`src/rtl/oneshot_pulse_pkg.sv`:
```
// Shared constants and helpers for the one-shot pulse generator.
package oneshot_pulse_pkg;

  // Trigger edge selection codes; any other value falls back to rising.
  localparam int EDGE_RISING  = 0;
  localparam int EDGE_FALLING = 1;
  localparam int EDGE_BOTH    = 2;

  // Level of the synced input that counts as "active" for hold mode.
  // Only a falling-edge configuration treats a low input as active.
  function automatic logic active_level(input int edge_sel);
    return (edge_sel == EDGE_FALLING) ? 1'b0 : 1'b1;
  endfunction

endpackage

```
`src/rtl/oneshot_pulse_edge_sync.sv`:
```
// Two-flop input synchronizer, previous-sample flop and trigger-edge select.
module oneshot_edge_sync
  import oneshot_pulse_pkg::*;
#(
  parameter int EDGE = EDGE_RISING
) (
  input  logic i_clk,
  input  logic i_rst,
  input  logic i_din,
  output logic o_trig,
  output logic o_level
);

  logic r_s1;
  logic r_s2;
  logic r_s3;
  logic w_rise;
  logic w_fall;
  logic w_both;

  // Synchronize the raw input and keep the previous synced sample.
  always_ff @(posedge i_clk) begin
    if (i_rst) begin
      r_s1 <= 1'b0;
      r_s2 <= 1'b0;
      r_s3 <= 1'b0;
    end else begin
      r_s1 <= i_din;
      r_s2 <= r_s1;
      r_s3 <= r_s2;
    end
  end

  assign w_rise = r_s2 & ~r_s3;
  assign w_fall = ~r_s2 & r_s3;
  assign w_both = r_s2 ^ r_s3;

  // Pick the configured edge; unknown codes behave as rising.
  always_comb begin
    o_trig = w_rise;
    case (EDGE)
      EDGE_FALLING: o_trig = w_fall;
      EDGE_BOTH:    o_trig = w_both;
      default:      o_trig = w_rise;
    endcase
  end

  assign o_level = r_s2;

endmodule

```
`src/rtl/oneshot_pulse.sv`:
```
// Monostable pulse generator: turns a trigger edge on an asynchronous input
// into a registered pulse of PULSE_LEN clock cycles, with optional retrigger
// and hold-while-active behaviour.
module oneshot_pulse
  import oneshot_pulse_pkg::*;
#(
  parameter int PULSE_LEN = 1,
  parameter int RETRIGGER = 0,
  parameter int HOLD      = 0,
  parameter int EDGE      = EDGE_RISING
) (
  input  logic i_clk,
  input  logic i_rst,
  input  logic i_din,
  output logic o_dout
);

  localparam int               CNT_W    = $clog2(PULSE_LEN + 1);
  localparam logic [CNT_W-1:0] LOAD_VAL = CNT_W'(PULSE_LEN);
  localparam logic [CNT_W-1:0] ONE      = CNT_W'(1);
  localparam logic             ACT_LVL  = active_level(EDGE);

  logic             w_trig;
  logic             w_level;
  logic             w_hold;
  logic             w_load;
  logic [CNT_W-1:0] r_cnt;
  logic             r_dout;

  oneshot_edge_sync #(
    .EDGE (EDGE)
  ) u_edge_sync (
    .i_clk   (i_clk),
    .i_rst   (i_rst),
    .i_din   (i_din),
    .o_trig  (w_trig),
    .o_level (w_level)
  );

  // Hold keeps reloading regardless of RETRIGGER; otherwise a trigger only
  // reloads when idle or when retriggering is enabled.
  assign w_hold = (HOLD != 0) && (w_level == ACT_LVL);
  assign w_load = w_hold || (w_trig && ((r_cnt == '0) || (RETRIGGER != 0)));

  // Down-counter with registered output; dout drops on the edge cnt leaves 1.
  always_ff @(posedge i_clk) begin
    if (i_rst) begin
      r_cnt  <= '0;
      r_dout <= 1'b0;
    end else if (w_load) begin
      r_cnt  <= LOAD_VAL;
      r_dout <= 1'b1;
    end else if (r_cnt != '0) begin
      r_cnt  <= r_cnt - ONE;
      r_dout <= (r_cnt > ONE);
    end
  end

  assign o_dout = r_dout;

endmodule

```
`config.mk`:
```
export PLATFORM = sky130hd
export DESIGN_NAME = oneshot_pulse
export DESIGN_NICKNAME = d
export VERILOG_FILES = /design/src/rtl/oneshot_pulse_pkg.sv /design/src/rtl/oneshot_pulse_edge_sync.sv /design/src/rtl/oneshot_pulse.sv
export SDC_FILE = /design/constraint.sdc
export NUM_CORES = 1
export LEC_CHECK = 0
export CORE_AREA = 2 2 39 41
export CTS_CLUSTER_SIZE = 20
export DETAILED_ROUTE_END_ITERATION = 8
export DIE_AREA = 0 0 41 43
export PLACE_DENSITY = 0.3
export SETUP_SLACK_MARGIN = 0.5
export SLEW_MARGIN = 40
export SYNTH_ARGS = -nofsm -noshare
export SYNTH_HDL_FRONTEND = slang
export SYNTH_SLANG_ARGS = --single-unit
```
`constraint.sdc`:
```
create_clock -name i_clk -period 1.1 [get_ports i_clk]
set_input_delay 0.22 -clock i_clk [delete_from_list [all_inputs] [get_ports i_clk]]
set_output_delay 0.22 -clock i_clk [all_outputs]
set_load 0.01 [all_outputs]
```
==> impl_metrics.py, run 1 <==
metrics = {
    "critical_path": {
        "r2r_slack_ps": 380,
        "crit_end": "o_dout",
        "required_ps": 880,
        "r2r-start": "o_dout",
        "crit_type": "flip-flop to primary output",
        "r2r.worst_path.cells": 3,
        "crit_path_start_kind": "flip-flop",
        "cp.buffers_inverters": 1,
        "crit_family": "flip-flops",
        "crit_chain": "buf_6",
        "arrival_ps": 670,
        "critPathLaunch": "o_dout",
        "end_kind": "primary output",
        "r2r_end": "o_dout",
        "path_depth": 1,
        "slowest_stage": "dfxtp_2",
        "max_stage_delay_ps": 320,
        "path_max_fanout": 2,
    },
    "clocking": {
        "cts_tree": "done",
        "cts_hold_buffers": 0,
        "cts_sinks": 5,
        "cts-root-buf": "clkbuf_4",
        "clk_latency_ps": 240,
        "clk_pin_slew_ps": 40,
        "cts_buffers": 3,
        "ctsLongestPathBuffers": 2,
        "cts_htree_levels": 1,
    },
    "global_routing": {
        "grt_use_total_pct": 4.61,
        "grt_pass1_vias": 121,
        "grt_pass1_wl_um": 455,
        "antenna_found_initial": 0,
        "grt_start_max_net_pins": 6,
        "overflow": 0,
    },
    "detailed_routing": {
        "vias_per_cell": 3.03,
        "dr.pass1.iters": 2,
        "wirelength_um": 241,
        "drtIter0Drc": 1,
        "drc": 0,
        "ant_nets": 0,
        "wl_per_cell_um": 6.69,
        "via_count": 109,
    },
    "logic_synthesis": {
        "ys_ff_latch": 5,
        "synthCells": 12,
        "synth_most_common_cell": "dfxtp_1",
        "synthFlopType": "dfxtp_1",
        "seq_area_frac_synth_pct": 65.0,
        "syn_avg_cell_area_sq_um": 12.8,
        "syn_area_sq_um": 154,
        "synthArstFlopShare_pct": 0,
        "synth_top_cells_by_count": "5 x dfxtp_1, 3 x nor2b_1",
        "synth_top_area_share_pct": 65.0,
        "synth.top_cells.by_area": "dfxtp_1 65%, nor2b_1 12%, nand2b_4 8.9%",
        "ys_warn_count": 0,
        "synth.largest_area_cell": "dfxtp_1",
        "syn_nets": 15,
        "synth-edff-count": 0,
        "synth_cell_types": 6,
    },
    "sta": {
        "fin_setup_tns_ps": 0,
        "finalMaxSlewViolations": 0,
        "clock.fmax_mhz": 1130,
        "relSlewSlack_pct": 79.0,
        "final.period_utilization_pct": 80.6,
        "finalWorstSetupSlack_ps": 214,
        "tightest_slew_ps": 316,
        "setup_viol": 0,
        "rsz0062_at_grt": "yes",
        "layout_min_cycle_time_ps": 886,
        "skew_ps": 0.705,
        "hold_viol": 0,
    },
    "pwr": {
        "powerDensity_mw_per_mm2": 1670,
        "power.leakage_nw": 0.107,
        "vdd_drop_max_uv": 463,
        "totalPowerFinal_w": 0.000436,
    },
    "cells_and_area": {
        "diodes": 0,
        "final_area_sq_um": 262,
        "fillCellCount": 155,
        "drive_gt1_share_pct": 60.0,
        "utilization_pct": 18.9,
        "finalNetCount": 24,
        "syn2layout_area_growth_pct": 69.9,
    },
    "die": {
        "coreArea_sq_mm": 0.00138,
        "die_h_um": 43,
        "die_w_um": 41,
        "placementRows": 14,
        "dieArea_sq_mm": 0.00176,
        "pin_count": 4,
        "start_util_pct": 11.1,
    },
    "min_path": {
        "hold_class": "input port to flip-flop",
    },
    "placement": {
        "pre_cts_ws_ps": 40.8,
        "numPortBuffers": 3,
        "place_congestion": 0.483,
        "placed_area_sq_um": 205,
    },
    "run_status": {
        "status": "completed",
    },
    "job": {
        "max_cap_viol_count": 0,
    },
}
-- worst register-to-register path: cells and delay by family (launching register included) --
kind                   cells  cell delay (ps)
buffers and inverters      2              130
DFF                        1              330
AOI/OAI and AO/OA          1              190
-- power breakdown --
part / switching, W / leakage [nW] / internal [W]
Combinational: 0.0000114 / 0.0500 / 0.0000188
Clock: 0.0000744 / 0.0150 / 0.000137
Sequential: 0.00000445 / 0.0418 / 0.000190
Total: 0.0000902 / 0.107 / 0.000346
-- layer usage --
layer	vias to the layer above	track usage (%)	wire length (um)
met3	0	4.71	25
met2	6	5.31	125
li1	53	-	-
met1	50	3.53	90
met4	0	6.00	0
met5	-	0	0
-- sequential cells by signal, summed over array words and instances (netlist names) --
register	flops
r_cnt	1
u_edge_sync.r_s3	1
u_edge_sync.r_s1	1
u_edge_sync.o_level	1
o_dout	1
-- cells by family after synthesis --
logic type | synth area share, %
AOI/OAI and AO/OA | 8.13
buffers and inverters | 2.44
DFF | 65.0
and+or+nand+nor | 24.4
-- cells in the final DEF (no fill, tap or decap) --
cell type	netlist	final
a211oi_2	1	1
buf_4	0	1
buf_6	0	1
clkbuf_1	0	1
clkbuf_4	0	3
dfxtp_1	5	3
dfxtp_2	0	2
dlygate4sd2_1	0	1
dlymetal6s2s_1	0	1
inv_2	0	1
nand2b_4	1	1
nor2b_1	3	2
nor2b_4	0	1
nor3_4	0	1
-- how the worst min path moves through the flow --
stage / from / end / slack, ps / cells past startpoint
detailed placement: r_cnt / o_dout / 410 / 1
floorplan: i_rst / o_dout / 290 / 1
CTS: i_rst / o_dout / 400 / 2
finish: i_din / u_edge_sync.r_s1 / 220 / 2
global route: i_din / u_edge_sync.r_s1 / 220 / 2
global placement: r_cnt / o_dout / 410 / 1
-- layout make-up --
class	count	area, sq um	share of cell area (%)
clock buffers	4	26.3	10.0
inverters	1	3.75	1.44
multi-input cells	6	68.8	26.3
flip-flops and latches	5	103	39.2
well taps	16	20.0	7.66
repair buffers	4	40.0	15.3
-- through the flow --
| stage | std cells | hold slack, ps |
|---|---|---|
| 4_1_cts | 36 | 400 |
| 3_5_place_dp | 31 | 412 |
| 2_1_floorplan | 12 | 286 |
| 5_1_grt | 36 | 219 |
| 3_3_place_gp | 31 | 406 |
| 6_report | 36 | 223 |
-- repair_timing --
item / in CTS / in global routing
setup buffers: 1 / 0
endpoints found under the setup margin: 6 / 4
gates resized for setup: 8 / 4
(Power assumes the default switching activity.)
==> inputs of run 2 (changes only) <==
==> constraint.sdc (replaced) <==
create_clock -name i_clk -period 0.8 [get_ports i_clk]
set_input_delay 0.16 -clock i_clk [delete_from_list [all_inputs] [get_ports i_clk]]
set_output_delay 0.16 -clock i_clk [all_outputs]
set_load 0.01 [all_outputs]
==> impl_metrics.py, run 2 (synthesized netlist as in run 1, its figures left out) <==
metrics = {
    "run_status": {
        "status": "finished with violations",
        "violations": "setup timing",
    },
    "cells_and_area": {
        "multi_input_area_sq_um": 70.1,
        "layout_common_cells": "3 x clkbuf_4, 3 x dfxtp_2, 2 x nor2b_4, 2 x dfxtp_1",
        "drive_gt1_share_pct": 80.0,
        "register_area_sq_um": 104,
        "syn2layout_area_growth_pct": 64.2,
        "fillCellCount": 159,
        "diodes": 0,
        "instances_no_fill": 36,
        "finalNetCount": 24,
    },
    "global_routing": {
        "grt_pass1_vias": 103,
        "grt_pass1_wl_um": 400,
        "grt_start_max_net_pins": 6,
        "antenna_found_initial": 0,
        "grt_use_total_pct": 3.92,
        "overflow": 0,
    },
    "detailed_routing": {
        "via_count": 103,
        "wl_per_cell_um": 6.19,
        "wirelength_um": 223,
        "drc": 0,
        "dr.pass1.iters": 2,
        "ant_nets": 0,
        "drtIter0Drc": 2,
        "vias_per_cell": 2.86,
    },
    "critical_path": {
        "arrival_ps": 660,
        "crit_chain": "buf_6",
        "crit_family": "flip-flops",
        "critPathLaunch": "o_dout",
        "required_ps": 640,
        "r2r-start": "u_edge_sync.r_s3",
        "max_stage_delay_ps": 310,
        "cp.buffers_inverters": 1,
        "path_max_fanout": 2,
        "end_kind": "primary output",
        "slowest_stage": "dfxtp_2",
        "path_depth": 1,
        "r2r.worst_path.cells": 2,
        "crit_type": "flip-flop to primary output",
        "crit_path_start_kind": "flip-flop",
    },
    "placement": {
        "place_congestion": 0.553,
        "numPortBuffers": 3,
        "dp_cells": 32,
    },
    "die": {
        "coreArea_sq_mm": 0.00138,
        "die_h_um": 43,
        "dieArea_sq_mm": 0.00176,
        "pin_count": 4,
        "placementRows": 14,
        "start_util_pct": 11.1,
        "die_w_um": 41,
    },
    "clocking": {
        "clk_latency_ps": 230,
        "cts_buffers": 3,
        "cts_tree": "done",
        "cts-root-buf": "clkbuf_4",
        "cts_htree_levels": 1,
        "ctsLongestPathBuffers": 2,
        "cts_hold_buffers": 0,
        "cts_sinks": 5,
        "clk_pin_slew_ps": 40,
    },
    "min_path": {
        "hp-start": "i_din",
        "hold_class": "input port to flip-flop",
        "min_path_cells": 2,
    },
    "sta": {
        "relSlewSlack_pct": 88.2,
        "finalWorstSetupSlack_ps": -19.1,
        "layout_min_cycle_time_ps": 819,
        "fin_setup_tns_ps": -19.1,
        "hold_viol": 0,
        "setup_viol": 1,
        "skew_ps": 2.35,
        "tightest_slew_ps": 177,
        "rsz0062_at_grt": "yes",
        "final.period_utilization_pct": 102,
        "clock.fmax_mhz": 1220,
        "finalMaxSlewViolations": 0,
    },
    "job": {
        "max_cap_viol_count": 0,
    },
    "pwr": {
        "power.leakage_nw": 0.100,
        "powerDensity_mw_per_mm2": 2320,
        "vdd_drop_max_uv": 753,
    },
}
==> run 2: layer usage <==
metal	vias up	routed length [um]	GRT usage, %
li1	54	-	-
met1	45	113	4.19
met2	4	87	3.44
met3	0	22	4.71
met4	0	0	4.00
met5	-	0	0
==> run 2: layout make-up <==
cell class | instances | area share, %
clock buffers | 4 | 10.4
inverters | 1 | 1.49
multi-input cells | 6 | 27.7
flip-flops and latches | 5 | 41.1
well taps | 16 | 7.92
repair buffers | 4 | 11.4
==> run 2: path summary, 6_finish.rpt <==
kind,end,slack (ps)
setup reg to reg,o_dout,90
hold / removal,u_edge_sync.r_s1,150
hold reg to reg,o_dout,430
setup / recovery,o_dout,-20
==> run 2: what timing repair did <==
item	4_1_cts	5_1_grt
setup buffers	0	0
pin swaps	1	0
resized for setup	12	6
endpoints found under the setup margin	6	6
==> run 2: through the flow <==
step | hold slack (ps) | instance area (sq um) | worst slack (ps) | total power, W | utilization, %
after floorplan | 224 | 156 | 166 | 0.000284 | -
after global placement | 404 | 214 | -184 | 0.000306 | 15.5
after detailed placement | 404 | 214 | -188 | 0.000307 | 15.5
after CTS | 152 | 241 | -32.6 | 0.000596 | 17.5
after global routing | 145 | 253 | -55.3 | 0.000630 | 18.3
final | 153 | 253 | -19.1 | 0.000585 | 18.3
==> run 2: power by group <==
| group | internal [W] | total, W | switching (W) |
|---|---|---|---|
| registers | 0.000262 | 0.000267 | 0.00000533 |
| logic | 0.0000245 | 0.0000403 | 0.0000159 |
| clock network | 0.000188 | 0.000278 | 0.0000902 |
| total | 0.000474 | 0.000585 | 0.000111 |
